File: config.mk
export PLATFORM = sky130hd
export DESIGN_NAME = imem_loader
export DESIGN_NICKNAME = d
export VERILOG_FILES = /design/src/rtl/imem_loader_pkg.sv /design/src/rtl/imem_loader.sv
export SDC_FILE = /design/constraint.sdc
export NUM_CORES = 1
export LEC_CHECK = 0
export ABC_AREA = 1
export CAP_MARGIN = 10
export CORE_MARGIN = 2
export CORE_UTILIZATION = 49
export DETAILED_ROUTE_END_ITERATION = 16
export GPL_TIMING_DRIVEN = 0
export PLACE_DENSITY = 0.83
export SETUP_SLACK_MARGIN = 0.02
export SLEW_MARGIN = 15
export SYNTH_ARGS = -nofsm -noshare
export SYNTH_HDL_FRONTEND = slang
export SYNTH_SLANG_ARGS = --single-unit
export TNS_END_PERCENT = 5
File: constraint.sdc
create_clock -name clk -period 2.92 [get_ports clk]
set_clock_uncertainty 0.05 [all_clocks]
set_input_delay 0.438 -clock clk [delete_from_list [all_inputs] [get_ports clk]]
set_output_delay 0.438 -clock clk [all_outputs]
set_load 0.005 [all_outputs]
File: src/rtl/imem_loader_pkg.sv
// -----------------------------------------------------------------------------
// imem_loader_pkg
//   Shared definitions for the byte-stream program loader and the core top
//   that shares the instruction/data BRAM with it.
//   - FSM state encoding of the loader
//   - default frame start marker and BRAM word-index width
//   - frame field widths (byte, length field, BRAM word)
//   - byte-enable patterns for the BRAM write port
// -----------------------------------------------------------------------------
package imem_loader_pkg;

  // BRAM geometry; the core top reuses these for its fetch port.
  localparam int LOADER_ADDR_W = 13;
  localparam int WORD_W        = 32;

  // Frame fields.
  localparam int               BYTE_W           = 8;
  localparam int               LEN_W            = 16;
  localparam logic [BYTE_W-1:0] LOADER_SYNC_BYTE = 8'hA5;

  // The loader only ever writes whole words.
  localparam logic [3:0] WE_WORD = 4'hF;
  localparam logic [3:0] WE_NONE = 4'h0;

  typedef enum logic [2:0] {
    ST_IDLE,
    ST_LEN_LO,
    ST_LEN_HI,
    ST_DATA,
    ST_WRITE,
    ST_CSUM,
    ST_DONE,
    ST_ERR
  } state_t;

  // 8-bit wraparound checksum accumulation.
  function automatic logic [BYTE_W-1:0] csum_add(input logic [BYTE_W-1:0] acc,
                                                 input logic [BYTE_W-1:0] b);
    return acc + b;
  endfunction

endpackage

File: src/rtl/imem_loader.sv
// -----------------------------------------------------------------------------
// imem_loader
//   Receives a framed byte stream from a UART receiver, assembles
//   little-endian 32-bit words and writes them to consecutive BRAM word
//   indices starting at 0. The core is held in reset until a frame completes
//   with a valid checksum.
//
//   Frame: SYNC_BYTE, LEN_LO, LEN_HI, 4*len data bytes, checksum byte.
//   The 8-bit sum of LEN_LO, LEN_HI, data and checksum bytes must be 0.
//
// Ports
//   clk         in   system clock, rising edge
//   rst         in   asynchronous, active-high reset
//   rx_valid    in   byte available from UART receiver
//   rx_data     in   received byte
//   rx_ready    out  byte accepted when rx_valid && rx_ready
//   mem_we      out  BRAM byte enables (4'hF for one cycle per word)
//   mem_addr    out  BRAM word index
//   mem_din     out  BRAM write data
//   core_rst_n  out  active-low core reset; released only after a good frame
//   busy        out  frame in progress
//   done        out  last frame loaded with good checksum (sticky)
//   err         out  last frame had a bad length or checksum (sticky)
//   word_cnt    out  words written in the current frame
// -----------------------------------------------------------------------------
module imem_loader
  import imem_loader_pkg::*;
#(
  parameter int                ADDR_W    = LOADER_ADDR_W,
  parameter logic [BYTE_W-1:0] SYNC_BYTE = LOADER_SYNC_BYTE
) (
  input  logic                clk,
  input  logic                rst,
  input  logic                rx_valid,
  input  logic [BYTE_W-1:0]   rx_data,
  output logic                rx_ready,
  output logic [3:0]          mem_we,
  output logic [ADDR_W-1:0]   mem_addr,
  output logic [WORD_W-1:0]   mem_din,
  output logic                core_rst_n,
  output logic                busy,
  output logic                done,
  output logic                err,
  output logic [ADDR_W:0]     word_cnt
);

  // Largest legal length: a frame may fill the whole BRAM.
  localparam logic [LEN_W:0] MAX_LEN = (LEN_W+1)'(1) << ADDR_W;

  state_t              state, state_nxt;
  logic [LEN_W-1:0]    len, len_nxt;
  logic [BYTE_W-1:0]   csum, csum_nxt;
  logic [1:0]          byte_idx, byte_idx_nxt;

  logic                rx_ready_nxt;
  logic [3:0]          mem_we_nxt;
  logic [ADDR_W-1:0]   mem_addr_nxt;
  logic [WORD_W-1:0]   mem_din_nxt;
  logic                core_rst_n_nxt;
  logic                busy_nxt;
  logic                done_nxt;
  logic                err_nxt;
  logic [ADDR_W:0]     word_cnt_nxt;

  logic                accept;
  logic [LEN_W-1:0]    len_full;
  logic [BYTE_W-1:0]   csum_sum;
  logic [ADDR_W:0]     word_cnt_inc;

  assign accept       = rx_valid && rx_ready;
  assign len_full     = {rx_data, len[BYTE_W-1:0]};
  assign csum_sum     = csum_add(csum, rx_data);
  assign word_cnt_inc = word_cnt + (ADDR_W+1)'(1);

  // NOTE: every variable gets its hold/default value before the case
  // statement, so no path through the block leaves one unassigned and no
  // latch is inferred.
  always_comb begin
    state_nxt      = state;
    len_nxt        = len;
    csum_nxt       = csum;
    byte_idx_nxt   = byte_idx;
    mem_we_nxt     = WE_NONE;
    mem_addr_nxt   = mem_addr;
    mem_din_nxt    = mem_din;
    core_rst_n_nxt = core_rst_n;
    busy_nxt       = busy;
    done_nxt       = done;
    err_nxt        = err;
    word_cnt_nxt   = word_cnt;

    case (state)
      ST_IDLE, ST_DONE, ST_ERR: begin
        // Non-sync bytes are accepted and dropped.
        if (accept && rx_data == SYNC_BYTE) begin
          state_nxt      = ST_LEN_LO;
          csum_nxt       = '0;
          word_cnt_nxt   = '0;
          byte_idx_nxt   = '0;
          busy_nxt       = 1'b1;
          done_nxt       = 1'b0;
          err_nxt        = 1'b0;
          core_rst_n_nxt = 1'b0;
        end
      end

      ST_LEN_LO: begin
        if (accept) begin
          len_nxt[BYTE_W-1:0] = rx_data;
          csum_nxt            = csum_sum;
          state_nxt           = ST_LEN_HI;
        end
      end

      ST_LEN_HI: begin
        if (accept) begin
          len_nxt  = len_full;
          csum_nxt = csum_sum;
          if ({1'b0, len_full} > MAX_LEN) begin
            state_nxt = ST_ERR;
            err_nxt   = 1'b1;
            busy_nxt  = 1'b0;
          end else if (len_full == '0) begin
            state_nxt = ST_CSUM;
          end else begin
            state_nxt = ST_DATA;
          end
        end
      end

      ST_DATA: begin
        if (accept) begin
          // Little-endian: first byte of a word lands in bits [7:0].
          mem_din_nxt[{byte_idx, 3'b000} +: BYTE_W] = rx_data;
          csum_nxt     = csum_sum;
          byte_idx_nxt = byte_idx + 2'd1;
          if (byte_idx == 2'd3) begin
            state_nxt    = ST_WRITE;
            mem_we_nxt   = WE_WORD;
            mem_addr_nxt = word_cnt[ADDR_W-1:0];
          end
        end
      end

      ST_WRITE: begin
        word_cnt_nxt = word_cnt_inc;
        if ((LEN_W+1)'(word_cnt_inc) == {1'b0, len}) state_nxt = ST_CSUM;
        else                                          state_nxt = ST_DATA;
      end

      ST_CSUM: begin
        if (accept) begin
          csum_nxt = csum_sum;
          busy_nxt = 1'b0;
          if (csum_sum == '0) begin
            state_nxt      = ST_DONE;
            done_nxt       = 1'b1;
            core_rst_n_nxt = 1'b1;
          end else begin
            state_nxt = ST_ERR;
            err_nxt   = 1'b1;
          end
        end
      end

      default: state_nxt = ST_IDLE;
    endcase

    // The write cycle is the only one in which no byte is taken.
    rx_ready_nxt = (state_nxt != ST_WRITE);
  end

  // NOTE: sequential state uses non-blocking assignments so every register
  // samples the pre-edge values, independent of statement order.
  always_ff @(posedge clk or posedge rst) begin
    if (rst) begin
      state      <= ST_IDLE;
      len        <= '0;
      csum       <= '0;
      byte_idx   <= '0;
      rx_ready   <= 1'b0;
      mem_we     <= WE_NONE;
      mem_addr   <= '0;
      mem_din    <= '0;
      core_rst_n <= 1'b0;
      busy       <= 1'b0;
      done       <= 1'b0;
      err        <= 1'b0;
      word_cnt   <= '0;
    end else begin
      state      <= state_nxt;
      len        <= len_nxt;
      csum       <= csum_nxt;
      byte_idx   <= byte_idx_nxt;
      rx_ready   <= rx_ready_nxt;
      mem_we     <= mem_we_nxt;
      mem_addr   <= mem_addr_nxt;
      mem_din    <= mem_din_nxt;
      core_rst_n <= core_rst_n_nxt;
      busy       <= busy_nxt;
      done       <= done_nxt;
      err        <= err_nxt;
      word_cnt   <= word_cnt_nxt;
    end
  end

endmodule
# Word-level counts from Yosys, hierarchy flattened
# Cells that the tools add are included.
[totals] regBits=96 input_bits=11 out_inout_bits=68 word_cells=101
[classes] addsub=4 order_cmp=1 eq_ne=19 n_shift=2 n_mux=39 n_bitwise=1 reduce_logical=22
[ops] cell="bitwise mux 32 bit" n=1
[ops] cell="one-hot mux 8 bit (2 select lines)" n=2
[ops] cell="variable shift 8 x 7 -> 32 bit (first input constant)" n=1
[ops] cell="variable part select 8 x 7 -> 32 bit" n=1
[ops] cell="one-hot mux 14 bit (2 select lines)" n=1
[ops] cell="two-way mux 3 bit" n=9
[ops] cell="two-way mux 8 bit" n=3
[ops] cell="one-hot mux 3 bit (6 select lines)" n=1
[ops] cell="equality test 14 x 16 -> 1 bit" n=1
[ops] cell="> comparator 16 x 14 -> 1 bit (second input constant)" n=1
[ops] cell="logical NOT 16 bit" n=1
[ops] cell="adder 14 x 1 -> 14 bit (second input constant)" n=1
[ops] cell="two-way mux 14 bit" n=1
[ops] cell="inequality test 2 bit (second input constant)" n=7
[ops] cell="equality test 3 bit (second input constant)" n=4
[ops] cell="two-way mux 1 bit" n=12
[ops] cell="two-way mux 4 bit" n=3
[ops] cell="AND reduction 3 bit" n=4
[ops] cell="adder 8 bit" n=1
[ops] cell="equality test 8 bit (second input constant)" n=1
[ops] cell="logical NOT 8 bit" n=1
[ops] cell="nonzero test 2 bit" n=4
[ops] cell="negator 5 -> 7 bit" n=1
[ops] cell="equality test 3 x 2 -> 1 bit (second input constant)" n=2
[ops] cell="other kinds (19)" n=24

# Logic depth before layout (Yosys ltp)
[depth] ltp_word=6 depth_mapped=14 ltp_nobuf=14

# Worst setup path before layout
# OpenSTA, ideal clock, no wires.
[synth_path] path_kind="input -> register" start="input rx_data[0]" end="register done" setup_time_ns=0.117 t_arrival_ns=1.847 required_ns=2.753 setup_slack_ns=0.906 path_stages=12 path_buffers=0 cell_sequence="ha_1 -> fa_1 -> nand3_1 -> nand4_1 -> nand2_1 -> nand3_1 -> nor2_1 -> nand4_1 -> nand2_1 -> nand2_1 -> nand2_1 -> nand2_1"
[synth_between] elab_chain_len=4 elab_cells_between_ends=7 cone_classes="1 x add/sub; 3 x eq/ne; 3 x reduce/logical"
[synth_lines] item="start, declared" line="imem_loader.sv:35" rtl="input logic [BYTE_W-1:0] rx_data,"
[synth_lines] item="adder 8 bit or equality test 8 bit (tied branches)" line="imem_loader_pkg.sv:39, imem_loader.sv:95"
[synth_lines] item="logical NOT 8 bit or logical AND 1 bit (tied branches)" line="imem_loader.sv:155, imem_loader.sv:95"
[synth_lines] item="inequality test 2 bit (no line)"
[synth_lines] item="AND reduction 4 bit (no line) (*)"
[synth_lines] item="end signal, assigned" line="imem_loader.sv:201" rtl="done <= done_nxt;"
[synth_lines] item="end, declared" line="imem_loader.sv:42" rtl="output logic done,"
# Every way passes the cells marked *; elsewhere a longest branch is shown, timed or not.
# A chain may end at the register's enable or synchronous reset.

# Worst setup path after layout
# Same ends and word-level chain as after synthesis.

==> results.cfg <==
[drt]
routed_wirelength_mm = 13.30
drtAntennaViolNets = 0
dr_total_vias = 4890
detail_route.wl_per_cell_um = 14.91
route.detailed.drc = 0
drtIter0Drc = 340
post_drt_via_cell_ratio = 5.482
detail_route.first_pass.iterations = 5

[grt]
number_of_antenna_violations_at_the_first_check_in_global_routing = 0
grt_pass1_wl_mm = 22.07
global_route.overflow_total = 0
first_global_vias = 4773
groute.usage.overall_pct = 24.70
maximum_number_of_pins_on_one_net_before_global_route_repair = 36

[floorplanning]
fp.dieW_um = 106.3
die-area_um2 = 11290
io-pin-count = 79
fp.coreArea_um2 = 10230
starting_density_of_the_core_pct = 50.09
standard_cell_row_count = 37
chipHeight_um = 106.3

[clock_tree]
tritoncts.num_buffers = 9
clock_latency_ns = 0.37
clock_sink_count = 93
cts_tree = built
postCtsHoldBufs = 0
root_buffer = sky130_fd_sc_hd__clkbuf_8
ctsResizeCount = 0
htree_levels = 3
cts.clk_slew.worst_paths_ns = 0.09
post-cts-setup-buffers = 0
ctsLongestPathBuffers = 2

[place]
place.detailed.hpwl_mm = 9.855
port-buffer-count = 77
gp_routability_congestion = 0.8886

[synth]
synth_warnings = 0
post_synth_fa_ha_maj_area_fraction_pct = 3.809
number_of_flops_mapped_to_enable_cells_by_yosys = 0
netlist_top_cells_area = sky130_fd_sc_hd__dfrtp_1 45%, sky130_fd_sc_hd__nand2_1 13%, sky130_fd_sc_hd__nand3_1 8.5%, sky130_fd_sc_hd__o21ai_0 7.0%, sky130_fd_sc_hd__inv_1 5.8%
mappedNetlistArea_um2 = 5125
synth_area_in_compound_gates_pct = 11.04
largest_family_of_logic_cells_by_synthesized_area = simple AND/OR/NAND/NOR gates
post_synthesis_sequential_element_count = 93
synth.top_cell.area_share_pct = 45.41
muxShareOfSynthArea_pct = 0
yosys.area_share.xor_xnor_pct = 0.3418
synth_ff_type = sky130_fd_sc_hd__dfrtp_1
yosysUniqueCellTypes = 40
synth_simple_gate_area_share_pct = 31.47
ys_seq_area_share_pct = 45.41
synth_area_per_cell_um2 = 7.765
synth_async_sr_flop_share_pct = 100.0
yosys.area.top_type = sky130_fd_sc_hd__dfrtp_1
synth.net_count = 686
postSynthCellCount = 660

[timing]
relSlewSlack_pct = 39.12
final_clock_period_utilization_by_the_worst_path_pct = 89.48
timing_hold_violations_final = 0
grt_setup_unrepaired = no
final.min_clock_period_ns = 2.613
setup_violations = 0
final_max_slew_viol_count = 0
fmax_mhz = 382.7
actual_slew_at_the_worst_max_slew_pin_ns = 0.9063
final.hold.worst_slack_ns = 0.3922

[worst_setup_path]
setup.worst_path.end_class = flip-flop
worstSetupPathDepth = 13
critical_path_end = done
worst_ep_arrival_time_ns = 2.83
critical_path.most_common_cell = sky130_fd_sc_hd__nand2_1
timing.critical_path.from = rx_data[0]
critical_path.top_delay_family = simple AND/OR/NAND/NOR gates
timing.rr.end = mem_din[20]
critical_path.max_fanout = 7
worst_setup_path_start_kind = input port
critical_path.max_stage_delay_ns = 0.61
critical-path-slowest-cell = sky130_fd_sc_hd__clkdlybuf4s50_1
cp_required_ns = 3.13
critical_path.n_buffers_inverters = 1
r2r_slack_ns = 0.41
critPathKind = in -> reg
crit-reg2reg-launch = byte_idx[0]
path_cells = clkdlybuf4s50_1, ha_1, fa_1, nand3_1, nand4_1, nand2_1, nand3_1, nor2_1, nand4_1, nand2_1, nand2_1, nand2_1, nand2_1
r2r.worst_path.cells = 7

[finish]
num-nets-final = 777
drive_gt1_share_pct = 8.069
final_cell_mix = 183 x sky130_fd_sc_hd__nand2_1, 93 x sky130_fd_sc_hd__dfrtp_1, 87 x sky130_fd_sc_hd__nand3_1
antenna-diode-count = 0
layout.cells.most_common = sky130_fd_sc_hd__nand2_1
area_delta_synth_final_pct = 23.27

[hold_path]
hp-class = in -> async

[run]
cap_violations = 0

[power_and_ir_drop]
vdd_ir_drop_max_v = 0.0004262
leakagePower_nw = 3.142
cellPowerDensity_nw_per_um2 = 974.7
power.total_w = 0.006157

[run_status]
status = complete, no violations
## stage by stage
stage	utilization (%)	setup slack [ns]	setup TNS, ns	area [um2]	cells
after floorplan	-	0.9062	0	5129	660
after global placement	59.32	-0.01697	-0.01697	6070	873
after detailed placement	59.91	-0.07864	-0.07864	6130	876
after CTS	61.75	0.3193	0	6317	892
after global routing	61.75	0.1180	0	6317	892
final	61.75	0.3071	0	6317	892
## report_power, final
part	internal [W]	total, W	switching (W)
clock	0.000391	0.000849	0.000458
combinational	0.00135	0.00309	0.00174
sequential	0.00179	0.00222	0.000427
## cells in the mapped netlist (all sizes together), types with 4 or more instances
| library cell | number |
|---|---|
| buf | 8 |
| ha | 14 |
| nor3 | 4 |
| o21ai | 81 |
| nand4 | 17 |
| nand2 | 190 |
| nand3b | 5 |
| a21oi | 6 |
| nand3 | 87 |
| o22ai | 8 |
| inv | 81 |
| dfrtp | 93 |
| nor2 | 45 |
| clkbuf | 9 |
## layout make-up
cell class,count,area [um2]
plain buffers,17,100.1
fillers,913,3914
repair buffers,80,830.8
multi-input cells,469,2391
inverters,81,310.3
flip-flops and latches,93,2327
clock inverters,7,63.81
well taps,136,170.2
clock buffers,9,123.9
## state kept, by name (all words and copies together), names as in the netlist
| signal | count |
|---|---|
| err | 1 |
| len | 16 |
| mem_addr | 13 |
| mem_we | 1 |
| csum | 8 |
| busy | 1 |
| done | 1 |
| rx_ready | 1 |
| mem_din | 32 |
| byte_idx | 2 |
| state | 3 |
| word_cnt | 14 |
## worst reg2reg max path, delay by kind of cell (launching register included)
kind                     cells  cell delay [ns]
adder cells (fa/ha/maj)      1             0.39
buffers and inverters        3             0.60
AND/OR/NAND/NOR              3             0.97
flip-flops                   1             0.44
## metal layers
layer / part of all wire, % / track usage (%) / up-vias
met5: 0 / 0 / -
met2: 51 / 42.90 / 169
met1: 41 / 30.73 / 2353
met4: 2.3 / 9.305 / 0
li1: - / - / 2345
met3: 5.7 / 4.292 / 23
## cells by family after synthesis
| family | Yosys count |
|---|---|
| xor gates and xnor gates | 2 |
| and+or+nand+nor | 353 |
| AOI/OAI and AO/OA | 99 |
| DFF | 93 |
| adders and majority gates | 15 |
| buffers and inverters | 98 |
## how the worst min path moves through the flow
stage	to	slack [ns]	cells past startpoint
4_1_cts	mem_din[7]	0.38	3
5_1_grt	mem_din[7]	0.39	3
2_1_floorplan	len[1]	0.40	2
3_3_place_gp	mem_addr[5]	0.42	2
3_5_place_dp	err	0.42	2
6_report	csum[4]	0.39	3
Note: power is estimated with default switching activity, not from simulation.
==> patch, RTL diff (same settings) <==
Take the reset off `csum`, `mem_addr` and `mem_din` and load them in a clocked block of their own.
--- a/src/rtl/imem_loader.sv
+++ b/src/rtl/imem_loader.sv
@@ -177,10 +177,7 @@
       state      <= ST_IDLE;
       len        <= '0;
-      csum       <= '0;
       byte_idx   <= '0;
       rx_ready   <= 1'b0;
       mem_we     <= WE_NONE;
-      mem_addr   <= '0;
-      mem_din    <= '0;
       core_rst_n <= 1'b0;
       busy       <= 1'b0;
@@ -191,10 +188,7 @@
       state      <= state_nxt;
       len        <= len_nxt;
-      csum       <= csum_nxt;
       byte_idx   <= byte_idx_nxt;
       rx_ready   <= rx_ready_nxt;
       mem_we     <= mem_we_nxt;
-      mem_addr   <= mem_addr_nxt;
-      mem_din    <= mem_din_nxt;
       core_rst_n <= core_rst_n_nxt;
       busy       <= busy_nxt;
@@ -205,3 +199,9 @@
   end
 
+  always_ff @(posedge clk) begin
+    csum     <= csum_nxt;
+    mem_addr <= mem_addr_nxt;
+    mem_din  <= mem_din_nxt;
+  end
+
 endmodule
Behaviour: differs if rst is asserted again (counterexample within 10 cycles, from zero or initial values and one cycle with rst high); with rst held inactive, the same outputs for 10 cycles.
==> patch against the unedited design <==
- design area shrank 6.1%
- sequential cell count unchanged
- wire length shrank 13%
- worst setup slack gained 100 ps
- count of clock-buffer cells in the layout did not move
- power decreased by 13%
- area after synthesis shrank 7.1%
- highest routed layer unchanged
==> patch: results (changes against the unedited design) <==
[grt]
gr-usage-met2 = 0.371  ; -0.0585
use_met1 = 0.302  ; -0.00566
use_met3 = 0.0271  ; -0.0158
grt_first_pass_wirelength_um = 18500  ; -16%
grt_util_all_layers = 0.226  ; -0.0206
grt_max_degree = 30  ; -17%
grt_pass1_vias = 3941  ; -17%

[worst_setup_path]
critical_path.top_delay_family = buffers and inverters
slowest_stage = a211oi_2
rrSetupSlack_ps = 580  ; +170 ps
worst-path-max-fanout = 8  ; +1
r2r-end = mem_din[19]
worstRegToRegCells = 6  ; -1

[synthesis]
syn-num-nets = 577  ; -16%
synth_area_leaders = edfxtp_1, dfrtp_1, nand2_1, inv_1, nor2_1
yosysUniqueCellTypes = 28  ; -30%
synth_edf_count = 53  ; +53
synthTopCellsByCount = nand2_1, inv_1, nor2_1, edfxtp_1
yosysSeqAreaShare = 0.545  ; +0.0906
async_flop_share = 0.430  ; -0.570
avgSynthCellArea_um2 = 8.64  ; +11%

[detailed_routing]
via_per_inst = 5.38  ; -1.8%
drt_first_pass_iters = 6  ; +1
drtIter0Drc = 199  ; -41%
routed_wl_um = 11500  ; -13%
met2_length_um = 5610  ; -17%
met1_length_um = 5020  ; -8.6%
wl_met3_um = 556  ; -27%
vias = 4170  ; -15%

[placement]
pre_cts_slack_ps = 48.5  ; +127 ps
placed_area_um2 = 5730  ; -6.5%
gp_congestion = 0.934  ; +5.1%
dp_hpwl_um = 8410  ; -15%
dp.cells = 759  ; -13%

[pwr]
ir_worst_vdd_mv = 0.437  ; +2.5%
p_leak_nw = 2.54  ; -19%

[clock_tree]
clock_latency_ps = 370  ; about the same

[finish]
fill_cells = 798  ; -13%
nets = 667  ; -14%
drive_above_1_share = 0.0759  ; -0.00484

[outcome]
outcome = completed

[sta]
slew_headroom = 0.434  ; +0.0424
fin_hold_ws_ps = 260  ; -132 ps

==> patch: cell count changes after synthesis, sizes merged, moves of 7 or more <==
cell,change
a21oi,+7
dfrtp,-53
edfxtp,+53
nand2,-35
nand3,-45
nor2,+27
nor3,+7
o21ai,-52
==> patch: where the power goes <==
group          leakage (nW)  switching, W  internal (W)
combinational          1.42       0.00148      0.000877
sequential             1.01      0.000295       0.00181
clock                0.0982      0.000491      0.000406
==> patch: cells by family (layout without fill, tap and decap cells) <==
logic type                 Yosys count  after routing  share of synthesized area
adders and majority gates           15             15                     0.0410
and+or+nand+nor                    301            301                      0.279
DFF                                 93             93                      0.545
buffers and inverters               88            183                     0.0736
xor gates and xnor gates             2              2                    0.00368
AOI/OAI and AO/OA                   52             52                     0.0578
==> patch: area by class of cell <==
cell class | count | area [um2] | area share
Tap cell | 129 | 161 | 0.0272
Sequential cell | 93 | 2590 | 0.437
Clock buffer | 9 | 124 | 0.0209
Timing Repair Buffer | 79 | 801 | 0.135
Clock inverter | 7 | 78.8 | 0.0133
Buffer | 10 | 56.3 | 0.00949
Multi-Input combinational cell | 370 | 1820 | 0.308
Inverter | 78 | 294 | 0.0496
==> patch: how the worst max path moves through the flow <==
stage | depth (start not counted) | endpoint | slack (ps) | startpoint
after floorplan | 7 | csum[0] | 830 | rx_data[4]
final | 8 | csum[1] | 410 | rx_data[1]
after global routing | 8 | csum[6] | 230 | rx_data[1]
after global placement | 8 | csum[4] | -390 | rx_data[1]
after detailed placement | 8 | csum[4] | 50 | rx_data[1]
after CTS | 8 | csum[6] | 440 | rx_data[1]
==> patch: worst register-to-register path, delay by kind of cell (launching register included) <==
kind | cells | cell delay, ps
flops | 1 | 410
simple gates | 2 | 340
buf+inv | 3 | 880
fa+ha+maj | 1 | 400
